`src/rtl/drum_sched_pkg.sv`:
```
// Shared constants, voice memory map and FSM state type for the drum voice scheduler.
// The voice map must fit inside the shared address space; sched_layout_ok() checks this at elaboration.
package drum_sched_pkg;

    localparam int NUM_VOICES = 4;

    localparam logic [15:0] VOICE_BASE [NUM_VOICES] = '{16'h0000, 16'h1000, 16'h2000, 16'h3000};
    localparam logic [15:0] VOICE_LEN  [NUM_VOICES] = '{16'd4000, 16'd3000, 16'd1500, 16'd2500};

    typedef enum logic [2:0] {
        IDLE    = 3'd0,
        SLOT    = 3'd1,
        ISSUE   = 3'd2,
        WAIT    = 3'd3,
        CAPTURE = 3'd4,
        COMMIT  = 3'd5
    } sched_state_e;

    function automatic bit sched_layout_ok(input int addr_w);
        for (int i = 0; i < NUM_VOICES; i++) begin
            if ((longint'(VOICE_BASE[i]) + longint'(VOICE_LEN[i])) > (longint'(1) << addr_w))
                return 1'b0;
        end
        return 1'b1;
    endfunction

endpackage

```
`src/rtl/drum_voice_scheduler_if.sv`:
```
// Shared sample-memory read port: the scheduler is the master, the sample memory the slave.
interface drum_voice_scheduler_if #(
    parameter int ADDR_W = 16,
    parameter int DATA_W = 8
);
    logic              mem_rd;
    logic [ADDR_W-1:0] mem_addr;
    logic [DATA_W-1:0] mem_rdata;

    modport master (output mem_rd, output mem_addr, input mem_rdata);
    modport slave  (input mem_rd, input mem_addr, output mem_rdata);
endinterface

```
`src/rtl/drum_voice_ctx.sv`:
```
// Per-voice playback context: active/pending flags and sample offset with end-of-sample detection.
// DRUM_SCHED_RETRIG_EN: when defined, a trigger on an active voice restarts it at the next frame.
module drum_voice_ctx #(
    parameter int ADDR_W = 16,
    parameter int LEN    = 4000
) (
    input  logic              clk,
    input  logic              reset,
    input  logic              i_play,
    input  logic              i_go,
    input  logic              i_start,
    input  logic              i_advance,
    output logic              o_active,
    output logic [ADDR_W-1:0] o_offset
);
    logic              r_active;
    logic              r_pending;
    logic [ADDR_W-1:0] r_offset;
    logic              w_trig;

`ifdef DRUM_SCHED_RETRIG_EN
    assign w_trig = i_go;
`else
    assign w_trig = i_go && !r_active;
`endif

    always_ff @(posedge clk) begin
        if (!reset || !i_play) begin
            r_active  <= 1'b0;
            r_pending <= 1'b0;
            r_offset  <= '0;
        end else if (i_start && (r_pending || w_trig)) begin
            // a trigger coincident with frame start is consumed in that same frame
            r_active  <= 1'b1;
            r_pending <= 1'b0;
            r_offset  <= '0;
        end else begin
            if (w_trig)
                r_pending <= 1'b1;
            if (i_advance) begin
                r_offset <= r_offset + ADDR_W'(1);
                if (r_offset == ADDR_W'(LEN - 1))
                    r_active <= 1'b0;
            end
        end
    end

    assign o_active = r_active;
    assign o_offset = r_offset;
endmodule

```
`src/rtl/drum_voice_scheduler.sv`:
```
// Walks the four drum voices once per sample tick over one shared memory port and commits a coherent frame.
// Retrigger behaviour of active voices is selected by DRUM_SCHED_RETRIG_EN (see drum_voice_ctx).
module drum_voice_scheduler
    import drum_sched_pkg::*;
#(
    parameter int ADDR_W = 16,
    parameter int DATA_W = 8,
    parameter int RD_LAT = 2
) (
    input  logic                      clk,
    input  logic                      reset,
    input  logic                      i_play,
    input  logic                      i_sample_tick,
    input  logic [NUM_VOICES-1:0]     i_go,
    drum_voice_scheduler_if.master    mem,
    output logic [DATA_W-1:0]         o_out0,
    output logic [DATA_W-1:0]         o_out1,
    output logic [DATA_W-1:0]         o_out2,
    output logic [DATA_W-1:0]         o_out3,
    output logic [NUM_VOICES-1:0]     o_busy,
    output logic                      o_frame_done,
    output logic                      o_overrun
);
    localparam int CNT_W    = (RD_LAT > 2) ? $clog2(RD_LAT) : 1;
    localparam int WAIT_CYC = (RD_LAT > 1) ? RD_LAT - 2 : 0;

    if (!sched_layout_ok(ADDR_W)) begin : g_layout_check
        $error("drum_voice_scheduler: voice map exceeds ADDR_W address space");
    end

    sched_state_e      r_state;
    logic [1:0]        r_voice;
    logic [CNT_W-1:0]  r_wait_cnt;
    logic [DATA_W-1:0] r_staged [NUM_VOICES];
    logic [DATA_W-1:0] r_out    [NUM_VOICES];
    logic              r_frame_done;
    logic              r_overrun;

    logic [NUM_VOICES-1:0] w_active;
    logic [ADDR_W-1:0]     w_offset [NUM_VOICES];
    logic                  w_frame_start;
    logic                  w_capture;
    logic                  w_last_voice;

    assign w_frame_start = i_play && (r_state == IDLE) && i_sample_tick;
    assign w_capture     = i_play && (r_state == CAPTURE);
    assign w_last_voice  = (r_voice == 2'(NUM_VOICES - 1));

    for (genvar gi = 0; gi < NUM_VOICES; gi++) begin : g_voice
        drum_voice_ctx #(
            .ADDR_W (ADDR_W),
            .LEN    (int'(VOICE_LEN[gi]))
        ) u_ctx (
            .clk       (clk),
            .reset     (reset),
            .i_play    (i_play),
            .i_go      (i_go[gi]),
            .i_start   (w_frame_start),
            .i_advance (w_capture && (r_voice == 2'(gi))),
            .o_active  (w_active[gi]),
            .o_offset  (w_offset[gi])
        );
    end

    always_ff @(posedge clk) begin
        if (!reset || !i_play) begin
            // play low aborts any in-flight read and silences the outputs without a frame pulse
            r_state      <= IDLE;
            r_voice      <= '0;
            r_wait_cnt   <= '0;
            r_frame_done <= 1'b0;
            if (!reset)
                r_overrun <= 1'b0;
            for (int i = 0; i < NUM_VOICES; i++) begin
                r_staged[i] <= '0;
                r_out[i]    <= '0;
            end
        end else begin
            r_frame_done <= 1'b0;
            if (i_sample_tick && (r_state != IDLE))
                r_overrun <= 1'b1;
            case (r_state)
                IDLE: begin
                    if (i_sample_tick) begin
                        r_state <= SLOT;
                        r_voice <= '0;
                    end
                end
                SLOT: begin
                    r_staged[r_voice] <= '0;
                    if (w_active[r_voice])
                        r_state <= ISSUE;
                    else if (w_last_voice)
                        r_state <= COMMIT;
                    else
                        r_voice <= r_voice + 2'd1;
                end
                ISSUE: begin
                    r_wait_cnt <= CNT_W'(WAIT_CYC);
                    r_state    <= (RD_LAT == 1) ? CAPTURE : WAIT;
                end
                WAIT: begin
                    if (r_wait_cnt == '0)
                        r_state <= CAPTURE;
                    else
                        r_wait_cnt <= r_wait_cnt - CNT_W'(1);
                end
                CAPTURE: begin
                    r_staged[r_voice] <= mem.mem_rdata;
                    if (w_last_voice) begin
                        r_state <= COMMIT;
                    end else begin
                        r_voice <= r_voice + 2'd1;
                        r_state <= SLOT;
                    end
                end
                COMMIT: begin
                    for (int i = 0; i < NUM_VOICES; i++)
                        r_out[i] <= r_staged[i];
                    r_frame_done <= 1'b1;
                    r_state      <= IDLE;
                end
                default: r_state <= IDLE;
            endcase
        end
    end

    assign mem.mem_rd   = i_play && (r_state == ISSUE);
    assign mem.mem_addr = (r_state == ISSUE) ? (ADDR_W'(VOICE_BASE[r_voice]) + w_offset[r_voice]) : '0;

    assign o_out0       = r_out[0];
    assign o_out1       = r_out[1];
    assign o_out2       = r_out[2];
    assign o_out3       = r_out[3];
    assign o_busy       = w_active;
    assign o_frame_done = r_frame_done;
    assign o_overrun    = r_overrun;
endmodule

```
`src/flat_wrapper.sv`:
```
// flat-port wrapper written by rule: the top's interface ports become plain ports
module drum_voice_scheduler_flat import drum_sched_pkg::*;
#(
    parameter int ADDR_W = 16,
    parameter int DATA_W = 8,
    parameter int RD_LAT = 2
)
  (clk, reset, i_play, i_sample_tick, i_go, o_out0, o_out1, o_out2, o_out3, o_busy, o_frame_done, o_overrun, mem_mem_rd, mem_mem_addr, mem_mem_rdata);
  drum_voice_scheduler_if #(.ADDR_W(ADDR_W), .DATA_W(DATA_W)) mem_i ();
  input  logic clk;
  input  logic reset;
  input  logic i_play;
  input  logic i_sample_tick;
  input  logic [NUM_VOICES-1:0] i_go;
  output logic [DATA_W-1:0] o_out0;
  output logic [DATA_W-1:0] o_out1;
  output logic [DATA_W-1:0] o_out2;
  output logic [DATA_W-1:0] o_out3;
  output logic [NUM_VOICES-1:0] o_busy;
  output logic o_frame_done;
  output logic o_overrun;
  output wire logic [$bits(mem_i.mem_rd)-1:0] mem_mem_rd;
  output wire logic [$bits(mem_i.mem_addr)-1:0] mem_mem_addr;
  input wire logic [$bits(mem_i.mem_rdata)-1:0] mem_mem_rdata;
  assign mem_mem_rd = mem_i.mem_rd;
  assign mem_mem_addr = mem_i.mem_addr;
  assign mem_i.mem_rdata = mem_mem_rdata;
  drum_voice_scheduler #(.ADDR_W(ADDR_W), .DATA_W(DATA_W), .RD_LAT(RD_LAT)) u_core (.clk(clk), .reset(reset), .i_play(i_play), .i_sample_tick(i_sample_tick), .i_go(i_go), .mem(mem_i), .o_out0(o_out0), .o_out1(o_out1), .o_out2(o_out2), .o_out3(o_out3), .o_busy(o_busy), .o_frame_done(o_frame_done), .o_overrun(o_overrun));
endmodule
```
`config.mk`:
```
export PLATFORM = sky130hd
export DESIGN_NAME = drum_voice_scheduler_flat
export DESIGN_NICKNAME = d
export VERILOG_FILES = /design/src/rtl/drum_sched_pkg.sv /design/src/rtl/drum_voice_scheduler_if.sv /design/src/rtl/drum_voice_ctx.sv /design/src/rtl/drum_voice_scheduler.sv /design/src/flat_wrapper.sv
export SDC_FILE = /design/constraint.sdc
export NUM_CORES = 1
export LEC_CHECK = 0
export BUFFER_PORTS_ARGS = -buffer_cell sky130_fd_sc_hd__buf_2
export CAP_MARGIN = 0
export CORE_UTILIZATION = 50
export CTS_BUF_LIST = sky130_fd_sc_hd__clkbuf_8
export CTS_CLUSTER_DIAMETER = 80
export CTS_CLUSTER_SIZE = 30
export DETAILED_ROUTE_END_ITERATION = 8
export PLACE_DENSITY_LB_ADDON = 0.25
export SLEW_MARGIN = 5
export SYNTH_ARGS = -nofsm -noshare
export SYNTH_HDL_FRONTEND = slang
export SYNTH_SLANG_ARGS = --single-unit
```
`constraint.sdc`:
```
create_clock -name clk -period 2.7 [get_ports clk]
set_input_delay 0.135 -clock clk [delete_from_list [all_inputs] [get_ports clk]]
set_output_delay 0.135 -clock clk [all_outputs]
set_load 0.01 [all_outputs]
```
==> qor.yml <==
ys_top_cells_by_count: "nor2_1 (79), dfxtp_1 (78), edfxtp_1 (65)"
drt_iter0_drc: 405
htreeDepth: 4
finalPower_mw: 4.03
required_ps: 2570
async_flop_share_pct: 0
grt_pass1_vias: 4824
power_density_nw_per_um2: 524
rows: 42
cts_made_buffers: 17
r2r_slack_ps: 410
core_um2: 13200
finalHoldViolCount: 0
synth_area_um2: 6780
drtAntennaViolNets: 0
n_fill_cell: 1170
place_hpwl_um: 11500
hp-class: "in -> reg"
synth_top_area_cell: "edfxtp_1"
yosysMostFrequentCell: "nor2_1"
hold-worst-slack_ps: 44.3
peakVddDrop_uv: 265
initial_utilization_pct: 51.2
n_antenna_cell: 0
worst-path-max-fanout: 17
yosys-top-cells-area: "edfxtp_1 (29%), dfxtp_1 (23%), mux4_2 (5.7%)"
grt_pass1_wl_um: 24400
worstHoldStart: "i_sample_tick"
die_h_um: 118
area_growth_pct: 13.5
die_area_um2: 14000
grt_max_degree: 34
fp.dieW_um: 118
ys_seq_elements: 143
maxSlewHeadroom_pct: 60.3
crit_arrival_ps: 2450
io_pins: 71
drc: 0
fin_tns_setup_ps: 0
routed_wl_um: 15400
antenna_found_initial: 0
ys_types: 52
vias: 5305
p_leak_nw: 2.81
vias_per_cell: 5.77
wire_per_inst_um: 16.7
end_kind: "primary output"
min_period_over_period_pct: 95.6
clk_pin_slew_worst_paths_ps: 80
ys_warn_count: 0
place_congestion: 0.956
worstReg2RegStart: "u_core.r_voice[1]"
rsz0062_at_grt: "no"
synth_area_per_cell_um2: 10.3
critical_path.startpoint: "u_core.r_voice[1]"
cts_max_path_buffers: 2
run_status: "finished clean"
start_kind: "register"
worst_slew_pin_slew_ps: 589
cts_root_buf: "clkbuf_8"
netlist.area_leader.share_pct: 28.8
grt_usage_pct: 22.6
yosysSeqAreaShare_pct: 51.9
skew_ps: 7.97
maxCapViolations: 0
synth_edf_count: 65
max_freq_mhz: 388
synthFlopType: "dfxtp_1"
min_period_ps: 2580
synthCells: 655
clock-sinks: 143
dr.pass1.iters: 5
drv_slew: 0
grt_overflow: 0
crit_type: "reg -> out"
cts_tree: "done"
synth_nets: 682
clkLatencyLatePin_ps: 450
drive_gt1_share_pct: 19.5
numPortBuffers: 70
setup_viol: 0
nets: 757
registers in the layout, summed over array words and instances, names as in the netlist, 2 cells and up:
register	count
u_core.g_voice.u_ctx.r_pending	4
u_core.g_voice.u_ctx.o_active	4
u_core.r_state	3
u_core.r_out	32
u_core.g_voice.u_ctx.o_offset	64
u_core.r_staged	32
u_core.r_voice	2
metal layers:
layer | up-vias | part of all wire, % | track usage (%)
met5 | - | 0 | 0
met4 | 0 | 3.5 | 11.2
met3 | 44 | 6.0 | 4.34
met2 | 228 | 50 | 38.6
met1 | 2518 | 41 | 27.4
li1 | 2515 | - | -
worst paths after layout:
check / to / cells past startpoint
max reg2reg: u_core.g_voice[0].u_ctx.o_offset[15] / 6
min: u_core.r_state[0] / 3
min reg2reg: u_core.g_voice[1].u_ctx.r_pending / 2
max: mem_mem_addr[13] / 7
placed cells by master (no fill, tap or decap), types with 4 or more instances in the layout:
cell type  instances
nand3_1           30
dfxtp_1           76
edfxtp_1          65
nor3_1            16
buf_2             70
or4_1             11
xnor2_1           31
mux2i_1            4
inv_6              7
or3_1             11
nor2_1            79
nor2b_1            7
nand2_1           53
o31ai_1            8
and3_1            18
ha_1              10
a21oi_1           29
xor2_1            12
inv_1             23
o21ai_0           18
and2_1            33
buf_4             15
mux4_2            17
clkbuf_8          17
nand4_1           18
nor4_1            15
cell families (layout without fill, tap and decap cells):
logic type / after synthesis / after routing / share of synthesized area (%)
compound gates: 68 / 68 / 6.00
xor+xnor: 43 / 43 / 5.56
fa+ha+maj: 11 / 11 / 2.14
buf+inv: 54 / 142 / 3.47
flops: 143 / 143 / 51.9
mux: 22 / 22 / 6.41
simple gates: 314 / 314 / 24.6
repair_timing:
| item | CTS | global route |
|---|---|---|
| resized for setup | 2 | 0 |
| setup endpoints to repair | 2 | 0 |
| endpoints found under the hold margin | 1 | 0 |
| setup buffers | 0 | 0 |
| hold buffers | 1 | 0 |
through the flow:
| step | instance area, um2 | std cells | utilization [%] | setup WS (ps) |
|---|---|---|---|---|
| floorplan | 6780 | 655 | - | 105 |
| global placement | 7310 | 886 | 55.2 | 443 |
| detailed placement | 7310 | 886 | 55.2 | 374 |
| CTS | 7690 | 919 | 58.0 | 105 |
| global route | 7690 | 919 | 58.0 | 8.75 |
| finish | 7690 | 919 | 58.0 | 119 |
worst max-delay path: stages, from the launching register on:
cell     delay (ps)
dfxtp_2         420
buf_4           270
mux4_2          330
ha_1            210
inv_1            70
fa_1            440
nor2_1          110
buf_2           130
power by group:
| part | internal, mW | leakage (nW) | total, mW | switching, mW |
|---|---|---|---|---|
| logic | 0.0583 | 1.28 | 0.165 | 0.106 |
| registers | 2.30 | 1.35 | 2.32 | 0.0194 |
| clock network | 0.660 | 0.177 | 1.54 | 0.884 |
final cells by class:
| class | instances | area, um2 | area share, % |
|---|---|---|---|
| Inverter | 24 | 90.1 | 1.17 |
| Clock buffer | 17 | 234 | 3.04 |
| Sequential cell | 143 | 3520 | 45.7 |
| Tap cell | 176 | 220 | 2.86 |
| Clock inverter | 15 | 128 | 1.66 |
| Multi-Input combinational cell | 458 | 3030 | 39.4 |
| Timing Repair Buffer | 86 | 473 | 6.15 |
Power figures use the tool's default switching activity.
